### src/rtl/card_turn_controller.sv
// -----------------------------------------------------------------------------
// card_turn_controller
//
// Turn sequencer for the 4x4 memory-card game. Takes card selections from the
// button/cursor layer, owns the per-card face-up and matched bits read by the
// VGA renderer, compares each flipped pair, holds a mismatched pair on screen
// for SHOW_CYCLES cycles, and keeps score.
//
// Configuration macro: TWO_PLAYER_EN
//   defined   : the player toggles after every mismatch; score1 is live.
//   undefined : player stays 0, score1 stays 0, every pair credits score0.
//
// Parameters
//   SHOW_CYCLES : cycles a mismatched pair stays face-up after COMPARE (>= 1)
//   VAL_W       : width of a card value (pair identifier)
//
// Ports
//   clk        in   system clock, all logic on the rising edge
//   rst        in   synchronous active-high reset
//   new_game   in   single-cycle pulse, same effect as rst
//   sel_valid  in   a selection is presented this cycle
//   sel_row    in   row of the selected card
//   sel_col    in   column of the selected card
//   val_addr   out  card index sel_row*4 + sel_col (combinational)
//   val_data   in   card value at val_addr, valid in the same cycle
//   sel_ack    out  registered one-cycle pulse: selection accepted
//   face_up    out  bit i = card i shown as a temporary flip
//   matched    out  bit i = card i permanently matched
//   player     out  current player
//   score0     out  pairs found by player 0 (saturates at 8)
//   score1     out  pairs found by player 1 (saturates at 8)
//   busy       out  high in COMPARE and SHOW
//   game_over  out  high in DONE
// -----------------------------------------------------------------------------
module card_turn_controller #(
  parameter int SHOW_CYCLES = 50_000_000,
  parameter int VAL_W       = 3
) (
  input  logic             clk,
  input  logic             rst,
  input  logic             new_game,
  input  logic             sel_valid,
  input  logic [1:0]       sel_row,
  input  logic [1:0]       sel_col,
  output logic [3:0]       val_addr,
  input  logic [VAL_W-1:0] val_data,
  output logic             sel_ack,
  output logic [15:0]      face_up,
  output logic [15:0]      matched,
  output logic             player,
  output logic [3:0]       score0,
  output logic [3:0]       score1,
  output logic             busy,
  output logic             game_over
);

  // The hold counter only ever holds SHOW_CYCLES-1 down to 0.
  localparam int               CNT_W     = (SHOW_CYCLES > 1) ? $clog2(SHOW_CYCLES) : 1;
  localparam logic [CNT_W-1:0] SHOW_LOAD = CNT_W'(SHOW_CYCLES - 1);
  localparam logic [3:0]       SCORE_MAX = 4'd8;

  typedef enum logic [2:0] {
    ST_FIRST,
    ST_SECOND,
    ST_COMPARE,
    ST_SHOW,
    ST_DONE
  } state_t;

  state_t           state, state_next;
  logic [15:0]      face_up_next, matched_next;
  logic [CNT_W-1:0] cnt, cnt_next;
  logic [3:0]       score0_q, score0_next;
  logic [3:0]       score1_q, score1_next;
  logic             player_q, player_next;
  logic             ack_next;
  logic             load_a, load_b;
  logic [3:0]       idx_a, idx_b;
  logic [VAL_W-1:0] val_a, val_b;
  logic [3:0]       sel_idx;
  logic             accept;

  assign sel_idx  = {sel_row, sel_col};
  assign val_addr = sel_idx;

  // A card already showing or already matched can never be taken again, which
  // also stops a held sel_valid from accepting the same card twice.
  assign accept = sel_valid && ((state == ST_FIRST) || (state == ST_SECOND)) &&
                  !face_up[sel_idx] && !matched[sel_idx];

  function automatic logic [3:0] sat_inc(input logic [3:0] s);
    return (s >= SCORE_MAX) ? s : s + 4'd1;
  endfunction

  // ---------------------------------------------------------------------------
  // Next-state and datapath-next logic
  // ---------------------------------------------------------------------------
  always_comb begin
    // NOTE: every output of this block gets a default first, so no path can
    // leave a signal unassigned and infer a latch.
    state_next   = state;
    face_up_next = face_up;
    matched_next = matched;
    cnt_next     = cnt;
    score0_next  = score0_q;
    score1_next  = score1_q;
    player_next  = player_q;
    ack_next     = 1'b0;
    load_a       = 1'b0;
    load_b       = 1'b0;
    busy         = 1'b0;
    game_over    = 1'b0;

    case (state)
      ST_FIRST: begin
        if (accept) begin
          face_up_next[sel_idx] = 1'b1;
          load_a                = 1'b1;
          ack_next              = 1'b1;
          state_next            = ST_SECOND;
        end
      end

      ST_SECOND: begin
        if (accept) begin
          face_up_next[sel_idx] = 1'b1;
          load_b                = 1'b1;
          ack_next              = 1'b1;
          state_next            = ST_COMPARE;
        end
      end

      ST_COMPARE: begin
        busy = 1'b1;
        if (val_a == val_b) begin
          matched_next[idx_a] = 1'b1;
          matched_next[idx_b] = 1'b1;
          face_up_next[idx_a] = 1'b0;
          face_up_next[idx_b] = 1'b0;
`ifdef TWO_PLAYER_EN
          if (player_q) score1_next = sat_inc(score1_q);
          else          score0_next = sat_inc(score0_q);
`else
          score0_next = sat_inc(score0_q);
`endif
          state_next = (matched_next == 16'hFFFF) ? ST_DONE : ST_FIRST;
        end else begin
          cnt_next   = SHOW_LOAD;
          state_next = ST_SHOW;
        end
      end

      ST_SHOW: begin
        busy = 1'b1;
        // The cycle that reads 0 is the last of SHOW_CYCLES hold cycles.
        if (cnt == '0) begin
          face_up_next[idx_a] = 1'b0;
          face_up_next[idx_b] = 1'b0;
`ifdef TWO_PLAYER_EN
          player_next = ~player_q;
`endif
          state_next = ST_FIRST;
        end else begin
          cnt_next = cnt - 1'b1;
        end
      end

      ST_DONE: begin
        game_over = 1'b1;
      end

      default: state_next = ST_FIRST;
    endcase
  end

  // ---------------------------------------------------------------------------
  // State register. rst and new_game have identical effect, so rst's priority
  // over every other event in the cycle falls out of this single branch.
  // ---------------------------------------------------------------------------
  always_ff @(posedge clk) begin
    // NOTE: sequential state uses non-blocking assignments so every register
    // samples the pre-edge values regardless of statement order.
    if (rst || new_game) begin
      state    <= ST_FIRST;
      face_up  <= '0;
      matched  <= '0;
      cnt      <= '0;
      score0_q <= '0;
      score1_q <= '0;
      player_q <= 1'b0;
      sel_ack  <= 1'b0;
    end else begin
      state    <= state_next;
      face_up  <= face_up_next;
      matched  <= matched_next;
      cnt      <= cnt_next;
      score0_q <= score0_next;
      score1_q <= score1_next;
      player_q <= player_next;
      sel_ack  <= ack_next;
    end
  end

  // NOTE: the pair capture registers carry no reset; they are always written
  // by an accept before COMPARE or SHOW can read them.
  always_ff @(posedge clk) begin
    if (load_a) begin
      idx_a <= sel_idx;
      val_a <= val_data;
    end
    if (load_b) begin
      idx_b <= sel_idx;
      val_b <= val_data;
    end
  end

  // In the single-player build player_q and score1_q never leave their reset
  // value of 0, so these outputs are constant zero.
  assign player = player_q;
  assign score0 = score0_q;
  assign score1 = score1_q;

endmodule
### config.mk
export PLATFORM = sky130hd
export DESIGN_NAME = card_turn_controller
export DESIGN_NICKNAME = d
export VERILOG_FILES = /design/src/rtl/card_turn_controller.sv
export SDC_FILE = /design/constraint.sdc
export NUM_CORES = 1
export LEC_CHECK = 0
export ABC_AREA = 1
export CORE_ASPECT_RATIO = 1.1
export CORE_MARGIN = 10
export CORE_UTILIZATION = 55
export CTS_CLUSTER_SIZE = 8
export DETAILED_ROUTE_END_ITERATION = 10
export GPL_TIMING_DRIVEN = 0
export PLACE_DENSITY = 0.8
export SLEW_MARGIN = 15
export SYNTH_ARGS = -nofsm -noshare
export SYNTH_HDL_FRONTEND = slang
export SYNTH_SLANG_ARGS = --single-unit
### constraint.sdc
create_clock -name clk -period 2.44 [get_ports clk]
set_input_delay 0.61 -clock clk [delete_from_list [all_inputs] [get_ports clk]]
set_output_delay 0.61 -clock clk [all_outputs]
set_load 0.02 [all_outputs]
==> results of run 1 <==
==> worst reg2reg max path: cells and delay by family (launching register included) <==
kind	cells	cell delay [ns]
AND/OR/NAND/NOR	3	0.98
flip-flops	1	0.39
AO/OA/AOI/OAI	3	0.39
buffers and inverters	2	0.38
==> cells by family (layout without fill, tap and decap cells) <==
| group | after synthesis | after routing | synth area share |
|---|---|---|---|
| buffers and inverters | 100 | 168 | 0.09571 |
| flip-flops | 80 | 80 | 0.3732 |
| AO/OA/AOI/OAI | 110 | 110 | 0.1281 |
| adder cells (fa/ha/maj) | 3 | 3 | 0.008044 |
| AND/OR/NAND/NOR | 409 | 409 | 0.3660 |
| XOR/XNOR | 15 | 15 | 0.02815 |
| other | 1 | 5 | 0.0008035 |
==> path summary, 6_finish.rpt <==
kind         depth (start not counted)  slack [ns]                    to                  start
max                                  3        0.08           val_addr[3]             sel_row[1]
max reg2reg                          8        0.18  cnt[11]$_SDFFE_PP0P_  state[0]$_SDFFE_PP0P_
min                                  2        0.47  cnt[25]$_SDFFE_PP0P_   cnt[25]$_SDFFE_PP0P_
min reg2reg                          2        0.47  cnt[25]$_SDFFE_PP0P_   cnt[25]$_SDFFE_PP0P_
==> timing repair <==
action / in CTS / in global routing
gates resized for setup: 14 / 8
endpoints found under the hold margin: 0 / 0
pin swaps: 1 / 0
endpoints found under the setup margin: 38 / 24
==> report_power, final <==
part / switching (W) / total [W] / internal, W
clock network: 0.000509 / 0.00101 / 0.000497
registers: 0.0000487 / 0.00144 / 0.00139
logic: 0.000374 / 0.000586 / 0.000212
total: 0.000931 / 0.00303 / 0.00210
==> sequential cells by signal (all words and copies together), names as in the netlist <==
signal,cells
cnt,26
face_up,16
matched,16
idx_a,4
idx_b,4
score0,4
state,3
val_a,3
val_b,3
sel_ack,1
==> metrics by stage <==
stage,hold slack [ns],utilization,area (um^2),std cells
after detailed placement,0.4581,0.6432,5351,886
after global placement,0.4527,0.6432,5351,886
final,0.4700,0.6684,5562,901
after floorplan,0.4435,-,4682,722
after global routing,0.4915,0.6684,5562,901
after CTS,0.4704,0.6680,5558,901
==> final cells by class <==
class	count	area, um^2	share of cell area
repair buffers	53	515.5	0.09269
plain buffers	28	183.9	0.03307
flip-flops and latches	80	1742	0.3132
clock buffers	12	145.1	0.02610
clock inverters	3	43.79	0.007874
well taps	111	138.9	0.02497
inverters	72	274.0	0.04927
multi-input cells	542	2519	0.4529
==> placed cells by master (no fill, tap or decap), drive strengths merged <==
cell	instances
xnor2	8
a21oi	58
a31oi	9
edfxtp	14
nand4	9
or2	5
conb	5
clkinv	3
o22ai	2
clkbuf	22
clkinvlp	1
xor2	7
inv	70
nand3	48
a21boi	1
nand3b	1
nand2	212
a22oi	4
ha	3
o21a	2
nor3	11
clkdlybuf4s50	47
bufinv	1
a211oi	2
o21ai	32
dfxtp	66
buf	20
dlygate4sd2	4
nor2	123
==> routing by layer <==
layer,routed length (um),share of wire
met5,0,0
met4,839,0.055
met3,927,0.060
met2,7686,0.50
met1,5881,0.38
==> metrics.yaml, run 1 <==
rsz0062_at_grt: "false"
critical_path.top_delay_family: "buffers and inverters"
yosys_warnings: 0
totalWireLength_mm: 15.33
avgSynthCellArea_um2: 6.500
cts_tree: "done"
core_area_mm2: 0.008320
postCtsSetupRepairBufs: 0
met2_usage: 0.4411
grt_pass1_vias: 4988
synth_top_area_share: 0.2831
hold_path.class: "flop to flop"
nFillCells: 773
dp_slack_ns: -0.8511
drt-pass1-iter-count: 7
slowest_stage: "clkdlybuf4s50_1"
syn_inst: 718
vias: 4992
fmax_mhz: 423.2
synth_area_leaders: "dfxtp_1 28%, nand2_1 17%, nor2_1 9.5%"
dieArea_mm2: 0.01257
required_ns: 1.83
drive_gt1_frac: 0.07848
setup_tns_ns: 0
hpwl_mm: 11.75
ys_ff_latch: 80
ir_drop_uv: 322.1
syn_to_final_growth_pct: 19.17
grt-ovfl-total: 0
synth_edf_count: 14
io_pins: 59
ys_seq_area_frac: 0.3732
finalSetupViolCount: 0
h-tree-depth: 3
portBuffers: 53
drt_iter0_drc: 473
drv_slew: 0
slew_headroom: 0.4670
finalHoldViolCount: 0
use_met3: 0.05022
path_max_fanout: 7
gp_congestion: 0.9839
cts.sinks: 80
crit_type: "input port to primary output"
use_met1: 0.2603
crit_buf_inv: 3
leakagePower_nw: 2.479
finClkSkew_ns: 0.01466
max-cap-violations: 0
layout_setup_ws_ns: 0.07721
powerDensity_mw_per_mm2: 544.7
hold_buffers: 0
track_usage: 0.2467
grt_max_degree: 14
post-route-min-period_ns: 2.363
clk_pin_slew_worst_paths_ns: 0.08
drc_errors: 0
status: "finished clean"
ant_nets: 0
cp_cell_sequence: "dlygate4sd2_1 > buf_4 > clkdlybuf4s50_1"
cts_root_buf: "clkbuf_8"
wl_per_cell_um: 17.02
start_kind: "input port"
chipWidth_um: 107.8
slowest_delay_ns: 0.61
fin_crit_sh: 0.9684
power.total_w: 0.003030
diodes: 0
top_usage_layer: "met2"
initial_core_util: 0.5609
via_per_inst: 5.541
yosysMostFrequentCell: "nand2_1"
layout.nets: 800
arrival_ns: 1.75
die_h_um: 116.6
synth_area_mm2: 0.004667
ys_types: 37
clockBufferDepth: 2
async_flop_share: 0
antenna_found_initial: 0
cts_made_buffers: 9
ys.flop_type: "dfxtp_1"
cp-end-kind: "primary output"
clkLatencyLatePin_ns: 0.36
rows: 35
yosys.area.top_type: "dfxtp_1"
grt_pass1_wl_mm: 24.44
tightest_slew_ns: 0.7952
synth_commonest_cells: "207 x nand2_1, 118 x nor2_1, 69 x inv_1"
No activity file was read; power rests on OpenSTA's default activity.
==> run 2, diff against run 1 <==
- CORE_MARGIN: 10 -> 5
- SETUP_SLACK_MARGIN: not set -> 0.2
==> run 2 against run 1 <==
  * Sequential cell count did not move
  * Largest power group unchanged
  * Clock skew is 0.0059 ns lower
  * Routed wire length rose by 0.31%
  * Clock power down 9%
  * Critical endpoint unchanged
==> metrics.yaml, run 2 (synthesis results as in run 1) <==
clockBufferDepth: 2  # unchanged
drive_gt1_frac: 0.1095  # +0.03097
whs_ns: 0.4755  # +0.005530 ns
final_cells: 915  # +1.6%
hold_buffers: 0  # unchanged
slowest_stage: "clkdlybuf4s50_1"
tightest_slew_ns: 0.5769  # -0.2183 ns
track_usage: 0.2953  # +0.04860
crit_buf_inv: 3  # unchanged
drc_errors: 0  # unchanged
drt_iter0_drc: 332  # -30%
status: "finished clean"
fin_crit_sh: 0.9007  # -0.06762
finClkSkew_ns: 0.008783  # -0.005874 ns
vias: 5057  # +1.3%
die_h_um: 106.6  # -8.6%
top_regs: "cnt: 26 flops, face_up: 16 flops, matched: 16 flops"
gp_congestion: 0.9743  # -0.98%
layout_common_cells: "205 x nand2_1, 109 x nor2_1, 66 x inv_1"
drv_slew: 0  # unchanged
largest_reg_flops: 26  # unchanged
dieArea_mm2: 0.01043  # -17%
clkLatencyLatePin_ns: 0.37  # about the same
fmax_mhz: 455.0  # +7.5%
cp_cell_sequence: "clkdlybuf4s15_2 > buf_4 > clkdlybuf4s50_1"
diodes: 0  # unchanged
critical_path.top_delay_family: "buffers and inverters"
start_kind: "input port"
core_area_mm2: 0.008320  # unchanged
finalHoldViolCount: 0  # unchanged
clk_pin_slew_worst_paths_ns: 0.08  # about the same
via_per_inst: 5.527  # -0.25%
arrival_ns: 1.59  # -0.16 ns
wl_per_cell_um: 16.81  # -1.2%
required_ns: 1.83  # about the same
ff_latch_area_mm2: 0.001743  # about the same
fin_area_mm2: 0.005752  # +3.4%
drt-pass1-iter-count: 7  # unchanged
cts.sinks: 80  # unchanged
leakagePower_nw: 2.558  # +3.2%
io_pins: 59  # unchanged
crit_type: "input port to primary output"
grt_pass1_vias: 5050  # +1.2%
layout_setup_ws_ns: 0.2422  # +0.1650 ns
ant_nets: 0  # unchanged
cts_tree: "done"
portBuffers: 53  # unchanged
initial_core_util: 0.5609  # unchanged
multi_input_area_mm2: 0.002582  # +2.5%
h-tree-depth: 3  # unchanged
finalSetupViolCount: 0  # unchanged
dp_slack_ns: -0.8264  # +0.02478 ns
final_common_cell: "nand2_1"
totalWireLength_mm: 15.38  # +0.31%
slew_headroom: 0.6154  # +0.1484
place_area_mm2: 0.005351  # unchanged
grt-ovfl-total: 0  # unchanged
post-route-min-period_ns: 2.198  # -0.1650 ns
grt_max_degree: 15  # +1
rsz0062_at_grt: "false"
max-cap-violations: 0  # unchanged
dp_cells: 886  # unchanged
path_max_fanout: 7  # unchanged
hpwl_mm: 11.49  # -2.3%
nFillCells: 750  # -3.0%
antenna_found_initial: 0  # unchanged
ir_drop_uv: 291.9  # -9.4%
cts_root_buf: "clkbuf_8"
regMostFlops: "cnt"
cts_made_buffers: 9  # unchanged
layout.nets: 813  # +1.6%
hold_path.class: "flop to flop"
chipWidth_um: 97.83  # -9.3%
slowest_delay_ns: 0.59  # -0.02 ns
syn_to_final_growth_pct: 23.24
cp-end-kind: "primary output"
powerDensity_mw_per_mm2: 518.7  # -4.8%
grt_pass1_wl_mm: 24.38  # -0.23%
rows: 35  # unchanged
## run 2: cell types whose count changed in the layout (fill, tap and decap cells not counted), moves of 3 or more
cell,before,now
buf_4,13,23
nor2_1,113,109
clkdlybuf4s50_1,47,44
nor2_4,5,8
## run 2: where the power goes
part / switching [W] / total, W / internal, W
Clock: 0.000551 / 0.000920 / 0.000369
Combinational: 0.000391 / 0.000629 / 0.000238
Sequential: 0.0000462 / 0.00143 / 0.00139
Total: 0.000988 / 0.00298 / 0.00200
## run 2: area by class of cell
| cell class | count | share of cell area |
|---|---|---|
| repair buffers | 66 | 0.1131 |
| well taps | 111 | 0.02415 |
| clock buffers | 9 | 0.02154 |
| inverters | 72 | 0.04764 |
| clock inverters | 7 | 0.008049 |
| flip-flops and latches | 80 | 0.3030 |
| plain buffers | 28 | 0.03350 |
| multi-input cells | 542 | 0.4490 |
## run 2: worst paths after layout
path | from | endpoint | slack [ns] | depth (start not counted)
max | sel_row[1] | val_addr[3] | 0.24 | 3
min | cnt[25]$_SDFFE_PP0P_ | cnt[25]$_SDFFE_PP0P_ | 0.48 | 2
max reg2reg | cnt[1]$_SDFFE_PP0P_ | cnt[20]$_SDFFE_PP0P_ | 0.35 | 12
min reg2reg | cnt[25]$_SDFFE_PP0P_ | cnt[25]$_SDFFE_PP0P_ | 0.48 | 2
## run 2: timing repair
action | CTS | global route
pin swaps | 0 | 6
resized for setup | 33 | 22
setup endpoints to repair | 38 | 47
hold endpoints to repair | 0 | 0
buffers inserted | 0 | 12
cloned | 0 | 1
## run 2: metrics by stage
stage | total power, W | utilization | setup TNS (ns)
floorplan | 0.001841 | - | 0
global placement | 0.002024 | 0.6432 | -20.11
detailed placement | 0.002037 | 0.6432 | -22.00
CTS | 0.002937 | 0.6704 | 0
global route | 0.003122 | 0.6913 | 0
finish | 0.002984 | 0.6913 | 0
## run 2: routing by layer
layer / vias to the layer above / wire, um / global-route usage
met5: - / 0 / 0
met4: 0 / 866 / 0.2038
met2: 220 / 7762 / 0.5161
met3: 74 / 972 / 0.05270
met1: 2311 / 5779 / 0.3238
li1: 2452 / - / -
## run 2: tightest hold or removal path: cells and delay by family, from the launching register on
family | cells | cell delay [ns]
simple gates | 1 | 0.06
compound gates | 1 | 0.05
flops | 1 | 0.32
